[src/rtl/cpu_pkg.sv]
// Shared definitions for the 16-bit single-cycle core.
// Imported by the register file, ALU and decoder.
package cpu_pkg;

  localparam int DATA_W = 16;

  localparam int FLAG_N = 3;
  localparam int FLAG_Z = 2;
  localparam int FLAG_C = 1;
  localparam int FLAG_V = 0;

  typedef logic [3:0] flags_t;

endpackage

[src/rtl/nzcv_reg.sv]
// NZCV status register with load enable.
// The carry tap comes from the register so the ALU carry-in never loops.
module nzcv_reg
  import cpu_pkg::*;
(
  input  logic   clk,
  input  logic   rst,
  input  logic   we,
  input  flags_t d,
  output flags_t q,
  output logic   carry_out
);

  // load new flags on enabled edges, clear on reset
  always_ff @(posedge clk) begin
    if (rst) begin
      q <= '0;
    end else if (we) begin
      q <= d;
    end
  end

  assign carry_out = q[FLAG_C];

endmodule

[src/rtl/reg_file_nzcv.sv]
// General-purpose register file plus NZCV status register.
// Two combinational read ports, one write port, optional write forwarding.
module reg_file_nzcv
  import cpu_pkg::*;
#(
  parameter int NUM_REGS = 8,
  parameter int DATA_W   = cpu_pkg::DATA_W,
  parameter bit BYPASS   = 1'b0
)(
  input  logic                        clk,
  input  logic                        rst,
  input  logic [$clog2(NUM_REGS)-1:0] rd_addr_a,
  input  logic [$clog2(NUM_REGS)-1:0] rd_addr_b,
  output logic [DATA_W-1:0]           rd_data_a,
  output logic [DATA_W-1:0]           rd_data_b,
  input  logic                        wr_en,
  input  logic [$clog2(NUM_REGS)-1:0] wr_addr,
  input  logic [DATA_W-1:0]           wr_data,
  input  logic                        flags_we,
  input  flags_t                      flags_in,
  output flags_t                      flags_out,
  output logic                        carry_out
);

  localparam int AW = $clog2(NUM_REGS);

  if (NUM_REGS < 2 || NUM_REGS > 16 ||
      (NUM_REGS & (NUM_REGS - 1)) != 0) begin : g_bad_num_regs
    $error("reg_file_nzcv: NUM_REGS must be a power of two in 2..16");
  end

  logic [DATA_W-1:0] regs [NUM_REGS];
  logic              wr_ok;
  logic              hit_a;
  logic              hit_b;

  assign wr_ok = wr_en && (wr_addr != '0);
  assign hit_a = wr_ok && (wr_addr == rd_addr_a);
  assign hit_b = wr_ok && (wr_addr == rd_addr_b);

  // register array; entry 0 is pinned to zero, reset beats writes
  always_ff @(posedge clk) begin
    for (int i = 0; i < NUM_REGS; i++) begin
      if (rst || i == 0) begin
        regs[i] <= '0;
      end else if (wr_ok && wr_addr == AW'(i)) begin
        regs[i] <= wr_data;
      end
    end
  end

  // read muxes with R0 forced to zero and optional forwarding
  always_comb begin
    rd_data_a = '0;
    rd_data_b = '0;
    if (rd_addr_a != '0) rd_data_a = regs[rd_addr_a];
    if (rd_addr_b != '0) rd_data_b = regs[rd_addr_b];
    if (BYPASS && hit_a) rd_data_a = wr_data;
    if (BYPASS && hit_b) rd_data_b = wr_data;
  end

  nzcv_reg u_nzcv (
    .clk       (clk),
    .rst       (rst),
    .we        (flags_we),
    .d         (flags_in),
    .q         (flags_out),
    .carry_out (carry_out)
  );

endmodule

[config.mk]
export PLATFORM = sky130hd
export DESIGN_NAME = reg_file_nzcv
export DESIGN_NICKNAME = d
export VERILOG_FILES = /design/src/rtl/cpu_pkg.sv /design/src/rtl/nzcv_reg.sv /design/src/rtl/reg_file_nzcv.sv
export SDC_FILE = /design/constraint.sdc
export NUM_CORES = 1
export LEC_CHECK = 0
export CAP_MARGIN = 20
export CORE_ASPECT_RATIO = 1.75
export CORE_MARGIN = 2
export CORE_UTILIZATION = 60
export DETAILED_ROUTE_END_ITERATION = 8
export DONT_BUFFER_PORTS = 1
export PLACE_DENSITY = 0.76
export RECOVER_POWER = 25
export SKIP_CTS_REPAIR_TIMING = 1
export SYNTH_ARGS = -nofsm -noshare
export SYNTH_HDL_FRONTEND = slang
export SYNTH_SLANG_ARGS = --single-unit
[constraint.sdc]
create_clock -name clk -period 5.6 [get_ports clk]
set_input_delay 1.12 -clock clk [delete_from_list [all_inputs] [get_ports clk]]
set_output_delay 1.12 -clock clk [all_outputs]
set_load 0.03 [all_outputs]
# Word level (Yosys, flattened, before mapping)
# Memory sizes are Yosys's and may differ from the RTL's.
# Cells that the tools add are included.
[op_classes]
multipliers = 0
n_eq_ne = 7
n_reduce_logical = 11
shifts = 0
div_mod_pow = 0
add_sub_neg = 0
order_cmp = 0
muxes = 32
bitwise_logic = 7
[ops]
columns = ["cell", "n"]
rows = [
  ["2-to-1 mux 16 bit", 9],
  ["2-to-1 mux 1 bit", 23],
  ["equality test 3 bit, second input constant", 4],
  ["nonzero test 3 bit", 3],
  ["logical AND 1 bit", 8],
  ["OR 1 bit", 7],
  ["equality test 3 x 2 -> 1 bit, second input constant", 2],
  ["equality test 3 x 1 -> 1 bit, second input constant", 1],
]
[word_totals]
latchBits = 0
mem_count = 1
output_inout_bits = 37
elab_cells = 59
regBits = 4
rom_bits = 0
ramBits = 128
[mem_list]
columns = ["name", "depth", "word_bits", "rd", "rd_clocked_by_memory_dff", "wr", "line_no", "source"]
rows = [
  ["regs", 8, 16, 2, 0, 8, "reg_file_nzcv.sv:32", "logic [DATA_W-1:0] regs [NUM_REGS];"],
]

# Depth between registers and ports, before layout
# Gate-level depths: netlist (run 1).
[logic_depth]
ltp_word = 7
ltp_mapped = 6
ltp_nobuf = 3

# Modules after synthesis
# A second synthesis (run 1) with hierarchy kept.
[unflattened]
cells_unflattened = 483
hier_area_um2 = 6622.6
[by_module_without_submodules]
columns = ["mod", "seq_area_each_um2", "area_each_um2", "n_inst", "cells_each"]
rows = [
  ["reg_file_nzcv", 3363.2, 6475.0, 1, 469],
  ["nzcv_reg", 80.1, 147.6, 1, 14],
]

# Worst setup path after synthesis (run 1)
# OpenSTA, ideal clock, no wires.
[synth_path]
path_kind = "in2out"
from = "input rd_addr_a[1]"
to = "output rd_data_a[14]"
required_ns = 4.480
t_arrival_ns = 2.513
path_buffers = 3
setup_slack_ns = 1.967
path_stages = 6
cell_sequence = "buf_6 > nor2b_2 > buf_4 > buf_6 > a221oi_1 > a311oi_1"
[synth_between]
elab_chain_cells = 2
[synth_rtl]
columns = ["item", "line_no", "source"]
rows = [
  ["from (decl)", "reg_file_nzcv.sv:12", "input logic [$clog2(NUM_REGS)-1:0] rd_addr_a,"],
  ["memory (8 x 16 bit) or nonzero test 3 bit (tied branches)", "--", ""],
  ["2-to-1 mux 16 bit *", "reg_file_nzcv.sv:56", "if (rd_addr_a != '0) rd_data_a = regs[rd_addr_a];"],
  ["to (decl)", "reg_file_nzcv.sv:14", "output logic [DATA_W-1:0] rd_data_a,"],
]
# Every way passes the cells marked *; elsewhere a longest branch is shown, timed or not.

# Worst setup path in the final report (run 1)
[layout_path]
from = "input rd_addr_a[0]"
to = "output rd_data_a[8]"
# Same word-level chain as after synthesis.

==> impl_metrics.csv, run 1 <==
group,metric,value,unit
status,status,"finished, final reports clean",
finish,finalNonFillerCells,626,
timing,fin_skew,0,ns
detailed_routing,post_drt_wl_per_cell,27.2,µm
critical_path,max_stage_delay,0.88,ns
floorplan,start_util,61.9,%
detailed_routing,vias_per_cell,6.75,
floorplan,dieWidth,83.4,µm
floorplan,die_y,143,µm
critical_path,crit_path_start_kind,"primary input",
cts,cts_root_buf,"clkbuf_16",
cts,worstSkewPairLatency,0.41,ns
detailed_routing,drtPass1Iterations,5,
synth,synth_cell_types,37,
global_route,antenna_found_initial,0,
worst_hold_path,hp-class,"flop to flop",
cts,h-tree-depth,4,
timing,period_needed,3.99,ns
global_route,grt_max_degree,66,
place,numPlacedInstances,595,
finish,area_growth_syn_to_layout,8.75,%
global_route,grt_pass1_wl,26200,µm
detailed_routing,initialDrtViolationCount,332,
timing,report.final.slew_viol_count,0,
detailed_routing,wirelength,17100,µm
floorplan,die_area,11900,µm²
critical_path,rrSetupSlack,4.59,ns
synth,yosys-top-cells-area,"edfxtp_1 (51%), and2_1 (11%), mux2i_1 (7.9%), a221oi_2 (6.3%), mux2_4 (3.4%)",
finish,drive_gt1_share,20.4,%
global_route,grt_pass1_vias,4489,
synth,synth_top_area_share,50.8,%
critical_path,path_cells,"nor2b_2 > a221oi_2 > a311oi_1",
global_route,grt-ovfl-total,0,
critical_path,critical_path_class,"primary input to output port",
finish,num_antenna_cells,0,
global_route,grt_use_total,30.0,%
finish,final_cell_mix,"and2_1 (113), edfxtp_1 (112), mux2i_1 (52), a221oi_2 (28), buf_4 (19)",
synth,synth-warning-count,0,
floorplan,boundaryPins,70,
timing,report.final.setup_viol,0,
detailed_routing,ant_nets,0,
finish,num-fill-cells,773,
cts,path_clk_slew,0.05,ns
floorplan,rows,50,
timing,fin_setup_tns,0,ns
cts,cts_buffers,17,
cts,clockBufferDepth,2,
synth,yosysSeqAreaShare,52.0,%
critical_path,critPathMaxFanout,65,
timing,fmax,250,MHz
place,port_buffers,0,
power,finalPower,0.00241,W
critical_path,cp_data_arrival_time,2.87,ns
detailed_routing,vias,4226,
job,maxCapViolCount,0,
finish,final_common_cell,"and2_1",
synth,synthCells,485,
place,gp_congestion,0.801,
critical_path,slowest_stage,"a311oi_1",
synth,syn_area_per_cell,13.7,µm²
critical_path,worstSetupEndpointType,"output port",
cts,cts_tree,"done",
timing,grt_setup_unrepaired,"false",
finish,nNetsFinal,517,
critical_path,required,4.48,ns
timing,relSlewSlack,11.2,%
place,pre_cts_ws,1.65,ns
synth,synth_area,6620,µm²
floorplan,core-area,10700,µm²
synth,synth_fp_nets,518,
synth,synth_top_cell_by_area,"edfxtp_1",
power,cellPowerDensity,335,nW/µm²
timing,period_share,71.3,%
timing,tightest_slew,1.33,ns
power,p_leak,2.64,nW
cts,cts.sinks,116,
power,peakVddDrop,0.248,mV
synth,synth-seq-cells,116,
timing,hold_violations,0,
timing,setup_ws,1.61,ns
place,dp_hpwl,10500,µm
timing,hold-worst-slack,0.676,ns
detailed_routing,route.detailed.drc,0,
## worst max-delay path: cells and delay by family
family           cells  cell delay (ns)
AO/OA/AOI/OAI        2             1.06
AND/OR/NAND/NOR      1             0.66
## power breakdown
group	internal, W	switching (W)	total, W
combinational	0.000105	0.000165	0.000270
clock	0.000732	0.000359	0.00109
sequential	0.00101	0.0000373	0.00105
total	0.00185	0.000562	0.00241
## sequential cells by signal (all words and copies together), names as in the netlist
| register | count |
|---|---|
| regs | 112 |
| u_nzcv.q | 4 |
## area by class of cell
cell class / instances / area, µm² / share of cell area, %
sequential: 116 / 3440 / 47.8
inverter: 2 / 7.51 / 0.104
clock inverter: 12 / 163 / 2.26
clock buffer: 19 / 433 / 6.01
timing repair buffer: 23 / 158 / 2.19
multi-input combinational: 324 / 2830 / 39.4
tap: 130 / 163 / 2.26
## synth_stat cells, drive strengths merged
library cell / count
nor3: 4
o21ai: 6
a21oi: 1
and2: 113
nand2: 3
mux2: 32
a221oi: 46
and2b: 1
nor2b: 19
dfxtp: 4
inv: 2
a211oi: 16
edfxtp: 112
nand2b: 4
a22o: 1
mux2i: 52
a311oi: 16
nor2: 7
o31ai: 1
a31oi: 1
nand3b: 1
clkbuf: 6
buf: 37
## path summary, 6_finish.rpt
check	cells after the start	start	to
setup / recovery	3	rd_addr_a[0]	rd_data_a[8]
setup reg to reg	2	u_nzcv.q[1]$_SDFFE_PP0P_	u_nzcv.q[1]$_SDFFE_PP0P_
hold / removal	2	u_nzcv.q[2]$_SDFFE_PP0P_	u_nzcv.q[2]$_SDFFE_PP0P_
hold reg to reg	2	u_nzcv.q[2]$_SDFFE_PP0P_	u_nzcv.q[2]$_SDFFE_PP0P_
## kinds of logic after synthesis
| group | Yosys count | share of synthesized area [%] |
|---|---|---|
| AO/OA/AOI/OAI | 88 | 13.5 |
| flip-flops | 116 | 52.0 |
| buffers and inverters | 45 | 5.08 |
| multiplexers | 84 | 14.2 |
| AND/OR/NAND/NOR | 152 | 15.2 |
## routing by layer
metal	up-vias	global-route usage [%]	share of wire [%]	wire, µm
li1	1876	-	-	-
met1	2133	32.3	35	5990
met2	183	55.9	57	9700
met3	34	7.46	5.6	957
met4	0	12.2	2.4	401
met5	-	0	0	0
## per-stage QoR
step	cell area, µm²	util [%]
floorplan	6620	-
global placement	6640	62.0
detailed placement	6640	62.0
CTS	7230	67.6
global route	7200	67.3
finish	7200	67.3
Power figures use the tool's default switching activity.
==> inputs of run 2 (changes only) <==
==> constraint.sdc (replaced) <==
create_clock -name clk -period 3.7 [get_ports clk]
set_input_delay 0.74 -clock clk [delete_from_list [all_inputs] [get_ports clk]]
set_output_delay 0.74 -clock clk [all_outputs]
set_load 0.03 [all_outputs]
==> run 2 against run 1 <==
Global-route usage down 0.24 points. Combinational power up 57%. Clock power up 61%. Routed wire length down 0.91%. Count of clock-buffer cells in the layout up 2. Design area up 1.5%. Total power up 56%. Largest power group unchanged.
==> impl_metrics.csv, run 2 (synthesis results as in run 1) <==
group,metric,value,unit
global_route,grt_use_total,29.8,%
power,peakVddDrop,0.403,mV
timing,tightest_slew,1.33,ns
floorplan,core-area,10700,µm²
critical_path,slowest_stage,"nand2b_1",
finish,drive_gt1_share,22.7,%
finish,num_antenna_cells,0,
worst_hold_path,worstHoldStart,"rst",
floorplan,boundaryPins,70,
floorplan,rows,50,
detailed_routing,ant_nets,0,
global_route,grt_pass1_wl,25900,µm
cts,path_clk_slew,0.05,ns
place,numPlacedInstances,604,
power,p_leak,2.71,nW
detailed_routing,vias_per_cell,6.67,
critical_path,crit_path_start_kind,"primary input",
timing,hold_violations,0,
timing,fin_skew,0,ns
floorplan,die_y,143,µm
global_route,grt-ovfl-total,0,
finish,largest_register,"regs",
finish,nNetsFinal,526,
critical_path,path_delay_family,"buffers and inverters",
timing,setup_ws,0.912,ns
critical_path,regToRegStartpoint,"u_nzcv.q[1]$_SDFFE_PP0P_",
global_route,antenna_found_initial,0,
critical_path,required,2.96,ns
job,maxCapViolCount,0,
cts,cts_buffers,17,
cts,h-tree-depth,4,
critical_path,worst-path-buf-inv,2,
finish,reg_top3,"regs x112, u_nzcv.q x4",
finish,final_cell_mix,"and2_1 (113), edfxtp_1 (112), mux2i_1 (52), a221oi_2 (28), buf_4 (28)",
timing,hold-worst-slack,0.388,ns
cts,cts.sinks,116,
timing,report.final.setup_viol,0,
timing,relSlewSlack,11.6,%
worst_hold_path,hp-class,"primary input to flop",
critical_path,path_cells,"nand2b_1 > buf_4 > a211oi_1 > a311oi_1 > buf_4",
floorplan,dieWidth,83.4,µm
critical_path,cp_common_cell,"buf_4",
critical_path,critical_path_class,"primary input to output port",
place,gp_congestion,0.819,
floorplan,die_area,11900,µm²
detailed_routing,route.detailed.drc,0,
global_route,grt_pass1_vias,4531,
finish,fin_area,7310,µm²
cts,cts_tree,"done",
detailed_routing,post_drt_wl_per_cell,26.6,µm
global_route,grt_max_degree,66,
cts,clockBufferDepth,2,
cts,cts_root_buf,"clkbuf_16",
finish,largest_register_ff_count,112,
critical_path,cp_data_arrival_time,2.05,ns
detailed_routing,vias,4241,
critical_path,worstSetupEndpointType,"output port",
detailed_routing,wirelength,16900,µm
floorplan,start_util,61.9,%
timing,period_needed,2.79,ns
status,status,"finished, final reports clean",
detailed_routing,initialDrtViolationCount,436,
finish,area_growth_syn_to_layout,10.4,%
timing,fmax,359,MHz
detailed_routing,drtPass1Iterations,7,
finish,finalNonFillerCells,636,
timing,period_share,75.4,%
cts,worstSkewPairLatency,0.42,ns
power,cellPowerDensity,516,nW/µm²
place,pre_cts_ws,0.923,ns
timing,fin_setup_tns,0,ns
critical_path,critPathMaxFanout,34,
place,dpl-instance-area,6700,µm²
timing,report.final.slew_viol_count,0,
critical_path,worstSetupStartpoint,"rd_addr_a[1]",
timing,grt_setup_unrepaired,"false",
place,dp_hpwl,10400,µm
finish,final_common_cell,"and2_1",
place,port_buffers,0,
critical_path,max_stage_delay,0.38,ns
[run 2: cell count changes in the layout (fill, tap and decap cells not counted), sizes merged]
cell,change
clkinvlp,-2
bufinv,+1
buf,+9
clkbuf,+2
[run 2: stage by stage]
stage | power [W] | util (%)
CTS | 0.00378 | 68.6
global placement | 0.00203 | 62.7
detailed placement | 0.00204 | 62.7
floorplan | 0.00197 | -
global route | 0.00386 | 68.3
finish | 0.00377 | 68.3
[run 2: worst paths after layout]
path                                                  to  slack (ns)  depth (start not counted)
worst max-delay path                        rd_data_a[3]        0.91                          5
worst min-delay path            u_nzcv.q[2]$_SDFFE_PP0P_        0.39                          1
worst min register to register  u_nzcv.q[3]$_SDFFE_PP0P_        0.67                          2
worst max register to register  u_nzcv.q[1]$_SDFFE_PP0P_        2.67                          2
[run 2: routing by layer]
| layer | share of wire [%] | GRT usage, % |
|---|---|---|
| met4 | 4.7 | 16.7 |
| met5 | 0 | 0 |
| met2 | 55 | 54.1 |
| met1 | 34 | 30.9 |
| met3 | 6.0 | 7.92 |
[run 2: layout make-up]
cell class | count | area (µm²)
Inverter | 2 | 7.51
Multi-Input combinational cell | 324 | 2840
Tap cell | 130 | 163
Clock inverter | 11 | 183
Clock buffer | 21 | 450
Fill cell | 762 | 3390
Timing Repair Buffer | 32 | 225
Sequential cell | 116 | 3440
[run 2: report_power, final]
group	total (W)	switching, W	internal, W
Combinational	0.000425	0.000253	0.000173
Clock	0.00176	0.000553	0.00120
Sequential	0.00159	0.0000558	0.00153
Total	0.00377	0.000862	0.00291
